==> config.mk <==
export PLATFORM = sky130hd
export DESIGN_NAME = xphy_link_seq_flat
export DESIGN_NICKNAME = d
export VERILOG_FILES = /design/src/rtl/xphy_link_seq_if.sv /design/src/rtl/xphy_link_seq.sv /design/src/flat_wrapper.sv
export SDC_FILE = /design/constraint.sdc
export NUM_CORES = 1
export LEC_CHECK = 0
export CAP_MARGIN = 20
export CORE_ASPECT_RATIO = 1.4
export CORE_UTILIZATION = 51
export DETAILED_ROUTE_END_ITERATION = 10
export GPL_TIMING_DRIVEN = 1
export PLACE_DENSITY = 0.84
export SLEW_MARGIN = 20
export SYNTH_ARGS = -nofsm -noshare
export SYNTH_HDL_FRONTEND = slang
export SYNTH_SLANG_ARGS = --single-unit
export TNS_END_PERCENT = 100
==> constraint.sdc <==
create_clock -name clk156 -period 3.3 [get_ports clk156]
set_clock_uncertainty 0.1 [all_clocks]
set_input_delay 0.99 -clock clk156 [delete_from_list [all_inputs] [get_ports clk156]]
set_output_delay 0.99 -clock clk156 [all_outputs]
set_load 0.02 [all_outputs]
==> src/rtl/xphy_link_seq_if.sv <==
// Status/control bundle between the link sequencer and the PHY/SFP side.
// master = sequencer (drives the reset and status outputs), slave = PHY side.
interface xphy_link_seq_if;
    logic        tx_resetdone;
    logic        rx_resetdone;
    logic        tx_fault;
    logic        signal_detect;
    logic [7:0]  core_status;
    logic        pma_reset;
    logic        core_reset;
    logic        linkup;
    logic [2:0]  seq_state;
    logic [7:0]  retry_cnt;
    logic [15:0] link_drop_cnt;

    modport master (
        input  tx_resetdone, rx_resetdone, tx_fault, signal_detect, core_status,
        output pma_reset, core_reset, linkup, seq_state, retry_cnt, link_drop_cnt
    );

    modport slave (
        output tx_resetdone, rx_resetdone, tx_fault, signal_detect, core_status,
        input  pma_reset, core_reset, linkup, seq_state, retry_cnt, link_drop_cnt
    );
endinterface

==> src/rtl/xphy_link_seq.sv <==
// 10G PHY bring-up sequencer: PMA reset pulse, resetdone wait with retry, signal wait, link debounce.
// Define XPHY_LINK_STATS_EN to build the retry and link-drop statistics counters.
module xphy_link_seq #(
    parameter int unsigned C_RST_PULSE     = 8,
    parameter int unsigned C_DONE_TIMEOUT  = 1000,
    parameter int unsigned C_LINK_DEBOUNCE = 16
) (
    input  logic            clk156,
    input  logic            reset,
    xphy_link_seq_if.master phy
);

    typedef enum logic [2:0] {
        PMA_RST   = 3'd0,
        WAIT_DONE = 3'd1,
        WAIT_SIG  = 3'd2,
        WAIT_LINK = 3'd3,
        UP        = 3'd4
    } state_e;

    localparam logic [15:0] PULSE_LAST = 16'(C_RST_PULSE - 1);
    localparam logic [15:0] TO_LAST    = 16'(C_DONE_TIMEOUT - 1);
    localparam logic [15:0] DEB_LAST   = 16'(C_LINK_DEBOUNCE - 1);

    // {tx_resetdone, rx_resetdone, tx_fault, signal_detect}
    logic [3:0] sync1_q, sync2_q;
    logic       done, sig_ok, link_good;
    logic       unused_status;

    always_ff @(posedge clk156 or posedge reset) begin
        if (reset) begin
            sync1_q <= '0;
            sync2_q <= '0;
        end else begin
            sync1_q <= {phy.tx_resetdone, phy.rx_resetdone, phy.tx_fault, phy.signal_detect};
            sync2_q <= sync1_q;
        end
    end

    assign done          = sync2_q[3] & sync2_q[2];
    assign sig_ok        = sync2_q[0] & ~sync2_q[1];
    assign link_good     = phy.core_status[0];
    assign unused_status = ^phy.core_status[7:1];

    state_e      state_q, state_d;
    logic [15:0] cnt_q, cnt_d;
    logic        retry_inc, drop_inc;

    always_ff @(posedge clk156 or posedge reset) begin
        if (reset) begin
            state_q <= PMA_RST;
            cnt_q   <= '0;
        end else begin
            state_q <= state_d;
            cnt_q   <= cnt_d;
        end
    end

    always_comb begin
        state_d   = state_q;
        cnt_d     = cnt_q + 16'd1;
        retry_inc = 1'b0;
        drop_inc  = 1'b0;
        case (state_q)
            PMA_RST: begin
                if (cnt_q == PULSE_LAST) state_d = WAIT_DONE;
            end
            WAIT_DONE: begin
                if (done) begin
                    state_d = WAIT_SIG;
                end else if (cnt_q == TO_LAST) begin
                    state_d   = PMA_RST;
                    retry_inc = 1'b1;
                end
            end
            WAIT_SIG: begin
                if (!done)       state_d = PMA_RST;
                else if (sig_ok) state_d = WAIT_LINK;
            end
            WAIT_LINK: begin
                if (!done)                 state_d = PMA_RST;
                else if (!sig_ok)          state_d = WAIT_SIG;
                else if (!link_good)       cnt_d   = '0;
                else if (cnt_q == DEB_LAST) state_d = UP;
            end
            UP: begin
                if (!done)          state_d = PMA_RST;
                else if (!sig_ok)   state_d = WAIT_SIG;
                else if (!link_good) begin
                    state_d  = WAIT_LINK;
                    drop_inc = 1'b1;
                end
            end
            default: state_d = PMA_RST;
        endcase
        // Every entry restarts the pulse/timeout/debounce period from zero.
        if (state_d != state_q) cnt_d = '0;
    end

    logic pma_reset_q, core_reset_q, linkup_q;

    always_ff @(posedge clk156 or posedge reset) begin
        if (reset) begin
            pma_reset_q  <= 1'b1;
            core_reset_q <= 1'b1;
            linkup_q     <= 1'b0;
        end else begin
            pma_reset_q  <= (state_q == PMA_RST);
            core_reset_q <= (state_q == PMA_RST) || (state_q == WAIT_DONE) || (state_q == WAIT_SIG);
            linkup_q     <= (state_q == UP);
        end
    end

    assign phy.pma_reset  = pma_reset_q;
    assign phy.core_reset = core_reset_q;
    assign phy.linkup     = linkup_q;
    assign phy.seq_state  = state_q;

`ifdef XPHY_LINK_STATS_EN
    logic [7:0]  retry_cnt_q, retry_cnt_d;
    logic [15:0] drop_cnt_q, drop_cnt_d;

    always_comb begin
        retry_cnt_d = retry_cnt_q;
        drop_cnt_d  = drop_cnt_q;
        if (retry_inc && retry_cnt_q != 8'hFF)   retry_cnt_d = retry_cnt_q + 8'd1;
        if (drop_inc  && drop_cnt_q != 16'hFFFF) drop_cnt_d  = drop_cnt_q + 16'd1;
    end

    always_ff @(posedge clk156 or posedge reset) begin
        if (reset) begin
            retry_cnt_q <= '0;
            drop_cnt_q  <= '0;
        end else begin
            retry_cnt_q <= retry_cnt_d;
            drop_cnt_q  <= drop_cnt_d;
        end
    end

    assign phy.retry_cnt     = retry_cnt_q;
    assign phy.link_drop_cnt = drop_cnt_q;
`else
    logic unused_stats;
    assign unused_stats      = retry_inc | drop_inc;
    assign phy.retry_cnt     = '0;
    assign phy.link_drop_cnt = '0;
`endif

endmodule

==> src/flat_wrapper.sv <==
// flat-port wrapper written by rule: the top's interface ports become plain ports
module xphy_link_seq_flat 
#(
    parameter int unsigned C_RST_PULSE     = 8,
    parameter int unsigned C_DONE_TIMEOUT  = 1000,
    parameter int unsigned C_LINK_DEBOUNCE = 16
)
  (clk156, reset, phy_tx_resetdone, phy_rx_resetdone, phy_tx_fault, phy_signal_detect, phy_core_status, phy_pma_reset, phy_core_reset, phy_linkup, phy_seq_state, phy_retry_cnt, phy_link_drop_cnt);
  xphy_link_seq_if phy_i ();
  input  logic clk156;
  input  logic reset;
  input wire logic [$bits(phy_i.tx_resetdone)-1:0] phy_tx_resetdone;
  input wire logic [$bits(phy_i.rx_resetdone)-1:0] phy_rx_resetdone;
  input wire logic [$bits(phy_i.tx_fault)-1:0] phy_tx_fault;
  input wire logic [$bits(phy_i.signal_detect)-1:0] phy_signal_detect;
  input wire logic [$bits(phy_i.core_status)-1:0] phy_core_status;
  output wire logic [$bits(phy_i.pma_reset)-1:0] phy_pma_reset;
  output wire logic [$bits(phy_i.core_reset)-1:0] phy_core_reset;
  output wire logic [$bits(phy_i.linkup)-1:0] phy_linkup;
  output wire logic [$bits(phy_i.seq_state)-1:0] phy_seq_state;
  output wire logic [$bits(phy_i.retry_cnt)-1:0] phy_retry_cnt;
  output wire logic [$bits(phy_i.link_drop_cnt)-1:0] phy_link_drop_cnt;
  assign phy_i.tx_resetdone = phy_tx_resetdone;
  assign phy_i.rx_resetdone = phy_rx_resetdone;
  assign phy_i.tx_fault = phy_tx_fault;
  assign phy_i.signal_detect = phy_signal_detect;
  assign phy_i.core_status = phy_core_status;
  assign phy_pma_reset = phy_i.pma_reset;
  assign phy_core_reset = phy_i.core_reset;
  assign phy_linkup = phy_i.linkup;
  assign phy_seq_state = phy_i.seq_state;
  assign phy_retry_cnt = phy_i.retry_cnt;
  assign phy_link_drop_cnt = phy_i.link_drop_cnt;
  xphy_link_seq #(.C_RST_PULSE(C_RST_PULSE), .C_DONE_TIMEOUT(C_DONE_TIMEOUT), .C_LINK_DEBOUNCE(C_LINK_DEBOUNCE)) u_core (.clk156(clk156), .reset(reset), .phy(phy_i));
endmodule
==> results of run 1 <==
## metal layers
layer | vias to the layer above | part of all wire
li1 | 529 | -
met1 | 535 | 0.40
met2 | 30 | 0.53
met3 | 7 | 0.032
met4 | 0 | 0.029
met5 | - | 0
## worst max-delay path, cell delays in order
cell,delay [ns]
clkdlybuf4s50_1,0.58
nand2_1,0.09
a21o_1,0.19
a221oi_1,0.34
o21ai_0,0.27
nor3_1,0.26
## flip-flops by register name, indices dropped and copies added (netlist names)
register and flops:
u_core.phy.pma_reset 1, u_core.sync1_q 4, u_core.sync2_q 4, u_core.cnt_q 16
u_core.phy.core_reset 1, u_core.phy.linkup 1, u_core.phy.seq_state 3
## power groups by stage
| stage | Combinational [mW] | Clock [mW] | Sequential (mW) |
|---|---|---|---|
| after floorplan | 0.191 | 0 | 0.472 |
| after global placement | 0.224 | 0 | 0.474 |
| after detailed placement | 0.233 | 0 | 0.479 |
| after CTS | 0.233 | 0.309 | 0.472 |
| after global routing | 0.262 | 0.326 | 0.483 |
| final | 0.233 | 0.296 | 0.472 |
## stage by stage
stage | cell area [um^2] | util | instances | total power, mW
final | 1740 | 0.598 | 213 | 1.00
after global routing | 1740 | 0.598 | 213 | 1.07
after CTS | 1740 | 0.598 | 213 | 1.01
after detailed placement | 1650 | 0.567 | 205 | 0.712
after global placement | 1650 | 0.567 | 205 | 0.697
after floorplan | 1670 | - | 182 | 0.663
## synth_stat cells (all sizes together)
cell type	number	area [um^2]
nor3b	1	7.51
ha	1	12.5
nor4	1	21.3
nand4	4	25.0
nand3	7	40.0
and4	1	8.76
a21o	1	7.51
or4	2	18.8
a2111oi	1	8.76
and4b	1	10.0
o21ai	2	10.0
dfrtp	28	701
or3	1	6.26
dfstp	2	52.6
inv	5	18.8
clkbuf	3	11.3
nor2	14	52.6
a41o	1	10.0
a41oi	1	8.76
a311oi	1	26.3
conb	1	3.75
nand2	10	37.5
xnor2	12	105
o211ai	1	7.51
nor3	19	95.1
buf	25	191
nand4b	1	8.76
and3	2	12.5
xor2	2	17.5
nor2b	3	18.8
a21oi	4	20.0
a221oi	1	8.76
## final cells by class
class / count / area [um^2] / area share
clock buffers: 8 / 90.1 / 0.0518
well taps: 37 / 46.3 / 0.0266
repair buffers: 14 / 135 / 0.0777
flip-flops and latches: 30 / 753 / 0.433
inverters: 5 / 18.8 / 0.0108
multi-input cells: 119 / 696 / 0.400
## layout by cell type, fill, tap and decap left out, drive strengths merged
cell / Yosys / final
ha: 1 / 1
and4b: 1 / 1
buf: 25 / 2
xnor2: 12 / 12
nor3: 19 / 19
a311oi: 1 / 1
clkdlybuf4s50: 0 / 12
a2111oi: 1 / 1
nand4b: 1 / 1
nor3b: 1 / 1
nor2: 14 / 14
nor4: 1 / 1
clkbuf: 3 / 8
xor2: 2 / 2
or4: 2 / 2
dfstp: 2 / 2
inv: 5 / 5
nand2: 10 / 10
a21oi: 4 / 4
a21o: 1 / 1
nand4: 4 / 4
o21ai: 2 / 2
and3: 2 / 2
nand3: 7 / 7
a41oi: 1 / 1
a221oi: 1 / 1
o211ai: 1 / 1
dfrtp: 28 / 28
and4: 1 / 1
a41o: 1 / 1
nor2b: 3 / 3
or3: 1 / 1
conb: 1 / 24
## worst paths after layout
check | end | slack [ns]
worst max-delay path | u_core.cnt_q[4] | 0.66
worst min-delay path | u_core.sync2_q[1] | 0.25
worst max register to register | u_core.cnt_q[12] | 0.89
worst min register to register | u_core.sync2_q[1] | 0.25
max in group asynchronous | u_core.cnt_q[10] | 1.51
min in group asynchronous | u_core.sync2_q[0] | 0.98
## kinds of logic (layout without fill, tap and decap cells)
kind of cell               count (synthesis)  count (layout)  share of synthesized area
adders and majority gates                  1               1                    0.00790
and+or+nand+nor                           67              67                      0.229
DFF                                       30              30                      0.476
buffers and inverters                     33              27                      0.140
AOI/OAI and AO/OA                         13              13                     0.0679
xor gates and xnor gates                  14              14                     0.0774
other                                      1              24                    0.00237
==> metrics.md, run 1 <==
| Metric | Value |
|---|---|
| Status | `completed` |
| Area growth, synth to finish | `9.79%` |
| Clock transition at the registers of the reported paths | `0.06 ns` |
| RR Startpoint | `u_core.cnt_q[13]` |
| CTS root buf | `clkbuf_8` |
| Final setup fails | `0` |
| Final ANT Viol Nets | `0` |
| Die H | `67.9 um` |
| Internal power | `slightly below 0.7 mW` |
| N_diodes | `0` |
| # clock sinks | `30` |
| Fin. Hold Viols | `0` |
| Ys Warns | `0` |
| Grt met3 use | `0.0533` |
| # fillers | `254` |
| Worst hold path depth | `0` |
| R2r worst-path depth | `6` |
| Die area | `approximately 3300 um^2` |
| Comb power frac | `0.232` |
| Vias in the first global route | `1096` |
| Initial antenna violation count | `0` |
| All-layer global routing usage | `0.196` |
| Initial Util | `0.545` |
| First-pass GRT wire length | `4700 um` |
| Achievable clock frequency | `~0.38 GHz` |
| Number of post-CTS setup repair buffers | `0` |
| Post-DR vias/cell | `just over 5` |
| Max_slew headroom | `0.482` |
| Dpl ws | `0.400 ns` |
| Pre-antenna DRT Iters | `4` |
| Setup Crit Path Kind | `primary input to register` |
| Grt peak-use layer | `met2` |
| DR WL/cell | `12.3 um` |
| Gpl congestion | `0.860` |
| Final Net Count | `190` |
| Crit share post-route | `0.799` |
| DIE WIDTH | `49.1 um` |
| Clock buffer count from CTS | `5` |
| Register bit count reported by yosys | `30` |
| Largest net degree at the start of global routing | `17` |
| Critical path data arrival time | `2.72 ns` |
| M1 GR Usage | `0.210` |
| Min-delay worst type | `register to register` |
| Bufs on Longest Clock Path | `2` |
| Part of the Yosys area used for sequential elements | `0.476` |
| Min cycle time layout | `approximately 2.6 ns` |
| Share of cells above drive strength 1 | `0.0795` |
| Netlist cell types | `35` |
| Part of the power in registers | `0.472` |
| Gr ovfl total | `0` |
| Hold buffers post-CTS | `0` |
| Synth Cell Area | `1580 um^2` |
| I/O Buffers | `12` |
| Cell Rows | `23` |
| Cells after synthesis | `159` |
| Final Slew Violations | `0` |
| Crit Path Max Fanout | `6` |
| Worst hold margin | `0.246 ns` |
| Hold Crit Start | `u_core.sync1_q[1]` |
| Worst path required time | `between 3 and 4 ns` |
| Maximum VDD drop | `between 400 and 500 uV` |
| Setup TNS | `0 ns` |
| Via Count | `1101` |
| Measured slew at the worst slew-check pin | `around 0.77 ns` |
| CTS tree | `built` |
| Drt drc | `0` |
| Top Ports | `44` |
| Syn_area_per_cell | `9.96 um^2` |
| Leakage | `0.758 nW` |
| DRT iter0 DRCs | `32` |
| Sw Share | `0.321` |
| Power Density | `575 nW/um^2` |
| Post-route worst setup slack | `0.663 ns` |
| Aggregate routed wire length | `between 2000 and 3000 um` |
| Post_cts resized | `0` |
| Worst Setup SP | `phy_core_status[0]` |
| Clk pwr share | `0.296` |
| Setup crit end kind | `register` |
| Sw Pwr | `between 0.3 and 0.4 mW` |
| RSZ-0062 raised after global routing | `no` |
| H-tree depth | `2` |
| Clock Latency Late Sink | `0.28 ns` |
| Max Cap Viol | `0` |
| Core area | `2910 um^2` |
| Crit start category | `primary input` |
| Met2 Use GR | `0.330` |
| Dpl hpwl | `1900 um` |
Power figures use the tool's default switching activity.
==> run 2: changes to the inputs <==
--- a/config.mk
+++ b/config.mk
@@ -7,10 +7,10 @@
 export LEC_CHECK = 0
 export CAP_MARGIN = 20
 export CORE_ASPECT_RATIO = 1.4
-export CORE_UTILIZATION = 51
+export CORE_UTILIZATION = 47
 export DETAILED_ROUTE_END_ITERATION = 10
 export GPL_TIMING_DRIVEN = 1
-export PLACE_DENSITY = 0.84
+export PLACE_DENSITY = 0.79
 export SLEW_MARGIN = 20
 export SYNTH_ARGS = -nofsm -noshare
 export SYNTH_HDL_FRONTEND = slang
==> constraint.sdc (replaced) <==
create_clock -name clk156 -period 2.53 [get_ports clk156]
set_clock_uncertainty 0.1 [all_clocks]
set_input_delay 0.759 -clock clk156 [delete_from_list [all_inputs] [get_ports clk156]]
set_output_delay 0.759 -clock clk156 [all_outputs]
set_load 0.02 [all_outputs]
==> run 2 against run 1 <==
Power increased by 33%. Design area increased by 2.4%. Count of clock-buffer cells in the layout unchanged. Critical endpoint is now u_core.cnt_q[10]. Largest cell class unchanged.
==> metrics.md, run 2 (same netlist as run 1, synthesis figures left out) <==
| Metric | Value |
|---|---|
| Final ANT Viol Nets | `0 (unchanged)` |
| Leakage | `0.775 nW (+2.2%)` |
| Power Density | `750 nW/um^2 (+30%)` |
| Max reg flops | `16 (unchanged)` |
| Setup Crit Path Kind | `register to register` |
| Top flop regs | `u_core.cnt_q x16, u_core.sync1_q x4, u_core.sync2_q x4` |
| Area after DPL | `1680 um^2 (+1.8%)` |
| Clock transition at the registers of the reported paths | `0.06 ns (about the same)` |
| Final Slew Violations | `0 (unchanged)` |
| Hold buffers post-CTS | `0 (unchanged)` |
| Gr ovfl total | `0 (unchanged)` |
| Critical path's largest stage delay | `0.58 ns (about the same)` |
| CTS tree | `built` |
| Dpl hpwl | `2080 um (+9.4%)` |
| Max Cap Viol | `0 (unchanged)` |
| Maximum VDD drop | `412 uV (-11%)` |
| CTS root buf | `clkbuf_8` |
| # clock sinks | `30 (unchanged)` |
| Pre-antenna DRT Iters | `4 (unchanged)` |
| Gpl congestion | `0.802 (-6.7%)` |
| Crit path max-delay family | `simple AND/OR/NAND/NOR gates` |
| Critical path data arrival time | `2.40 ns (-0.32 ns)` |
| Max stage delay cell, worst path | `or4_4` |
| Setup crit end kind | `register` |
| DP Cell Count | `209 (+2.0%)` |
| Final Power | `1.34 mW (+33%)` |
| Vias in the first global route | `1123 (+2.5%)` |
| H-tree depth | `2 (unchanged)` |
| All-layer global routing usage | `0.183 (-0.0129)` |
| Top Ports | `44 (unchanged)` |
| Crit start category | `register` |
| Initial antenna violation count | `0 (unchanged)` |
| Reg with most FFs | `u_core.cnt_q` |
| Post-Layout Cell Count | `218 (+2.3%)` |
| Cell Rows | `24 (+4.3%)` |
| Bufs on Longest Clock Path | `2 (unchanged)` |
| Fin. Hold Viols | `0 (unchanged)` |
| Final instance area | `1780 um^2 (+2.4%)` |
| Crit Path Max Fanout | `16 (+10)` |
| Min cycle time layout | `2.38 ns` |
| Worst path required time | `2.55 ns (-0.83 ns)` |
| DIE WIDTH | `51.1 um (+4.0%)` |
| Area growth, synth to finish | `12.4%` |
| Drt drc | `0 (unchanged)` |
| Via Count | `1165 (+5.8%)` |
| Commonest non-fill, non-tap cell in the layout | `dfrtp_1` |
| N_diodes | `0 (unchanged)` |
| Final Net Count | `193 (+1.6%)` |
| DRT iter0 DRCs | `20 (-38%)` |
| Die H | `70.7 um (+4.0%)` |
| Status | `completed` |
| DR WL/cell | `13.2 um (+7.0%)` |
| Worst path bufs/invs | `1 (unchanged)` |
| Initial Util | `0.502 (-0.0426)` |
| Achievable clock frequency | `0.421 GHz` |
| Largest net degree at the start of global routing | `31 (+14)` |
| Max_slew headroom | `0.477 (-0.00473)` |
| Core area | `3150 um^2 (+8.5%)` |
| Clock Latency Late Sink | `0.28 ns (about the same)` |
| Post-DR vias/cell | `5.34 (+3.4%)` |
| RSZ-0062 raised after global routing | `no` |
| Clock buffer count from CTS | `5 (unchanged)` |
| Die area | `3610 um^2 (+8.2%)` |
| Most frequent cells in the layout | `dfrtp_1, conb_1, nor3_1` |
| Crit share post-route | `0.939` |
| First-pass GRT wire length | `4790 um (+1.9%)` |
| Measured slew at the worst slew-check pin | `0.782 ns (+0.00707 ns)` |
| Share of cells above drive strength 1 | `0.101 (+0.0210)` |
| Aggregate routed wire length | `2880 um (+9.6%)` |
| Final setup fails | `0 (unchanged)` |
| # fillers | `292 (+15%)` |
| I/O Buffers | `12 (unchanged)` |
| Crit-path cells | `or4_4, nor4_4, nand3_2, a311oi_4, buf_12, nor3_1` |
| Min-delay worst type | `register to register` |
==> run 2: cell count changes in the layout (fill, tap and decap cells not counted), sizes merged <==
cell  before  now
buf        2    5
==> run 2: worst register-to-register path: stages (launching register included) <==
cell      delay, ns
dfrtp_1        0.43
or4_4          0.58
nor4_4         0.36
nand3_2        0.15
a311oi_4       0.35
buf_12         0.18
nor3_1         0.07
==> run 2: repair_timing <==
action                     CTS  global route
setup endpoints to repair    0             5
buffers inserted             0             1
resized for setup            0             1
==> run 2: worst paths after layout <==
path,start,end,slack [ns],cells past startpoint
setup / recovery,u_core.cnt_q[7],u_core.cnt_q[10],0.15,6
hold / removal,u_core.sync1_q[1],u_core.sync2_q[1],0.25,0
setup reg to reg,u_core.cnt_q[7],u_core.cnt_q[10],0.15,6
hold reg to reg,u_core.sync1_q[1],u_core.sync2_q[1],0.25,0
max in group asynchronous,reset,u_core.phy.pma_reset,1.24,3
min in group asynchronous,reset,u_core.sync1_q[1],0.77,3
==> run 2: through the flow <==
stage | worst slack, ns | hold WS [ns] | utilization | TNS (ns)
floorplan | 0.246 | 0.231 | - | 0
global placement | 0.0416 | 0.232 | 0.533 | 0
detailed placement | -0.00214 | 0.235 | 0.533 | -0.00214
CTS | 0.129 | 0.249 | 0.561 | 0
global route | 0.0241 | 0.256 | 0.565 | 0
finish | 0.155 | 0.247 | 0.565 | 0
==> run 2: layer usage <==
layer,GRT usage,part of all wire,vias to the layer above
li1,-,-,536
met1,0.168,0.37,578
met2,0.327,0.54,41
met3,0.0559,0.042,10
met4,0.130,0.040,0
met5,0,0,-
==> run 2: cell type report <==
type,instances,area (um^2),share of cell area
inverters,5,18.8,0.0105
clock buffers,8,90.1,0.0506
well taps,39,48.8,0.0274
flip-flops and latches,30,753,0.423
repair buffers,17,170,0.0956
multi-input cells,119,699,0.393
==> run 2: report_power, final <==
part / switching [mW] / total [mW] / leakage, nW / internal [mW]
registers: 0.0521 / 0.598 / 0.387 / 0.546
logic: 0.209 / 0.349 / 0.343 / 0.139
clock network: 0.168 / 0.389 / 0.0455 / 0.221
total: 0.429 / 1.34 / 0.775 / 0.906
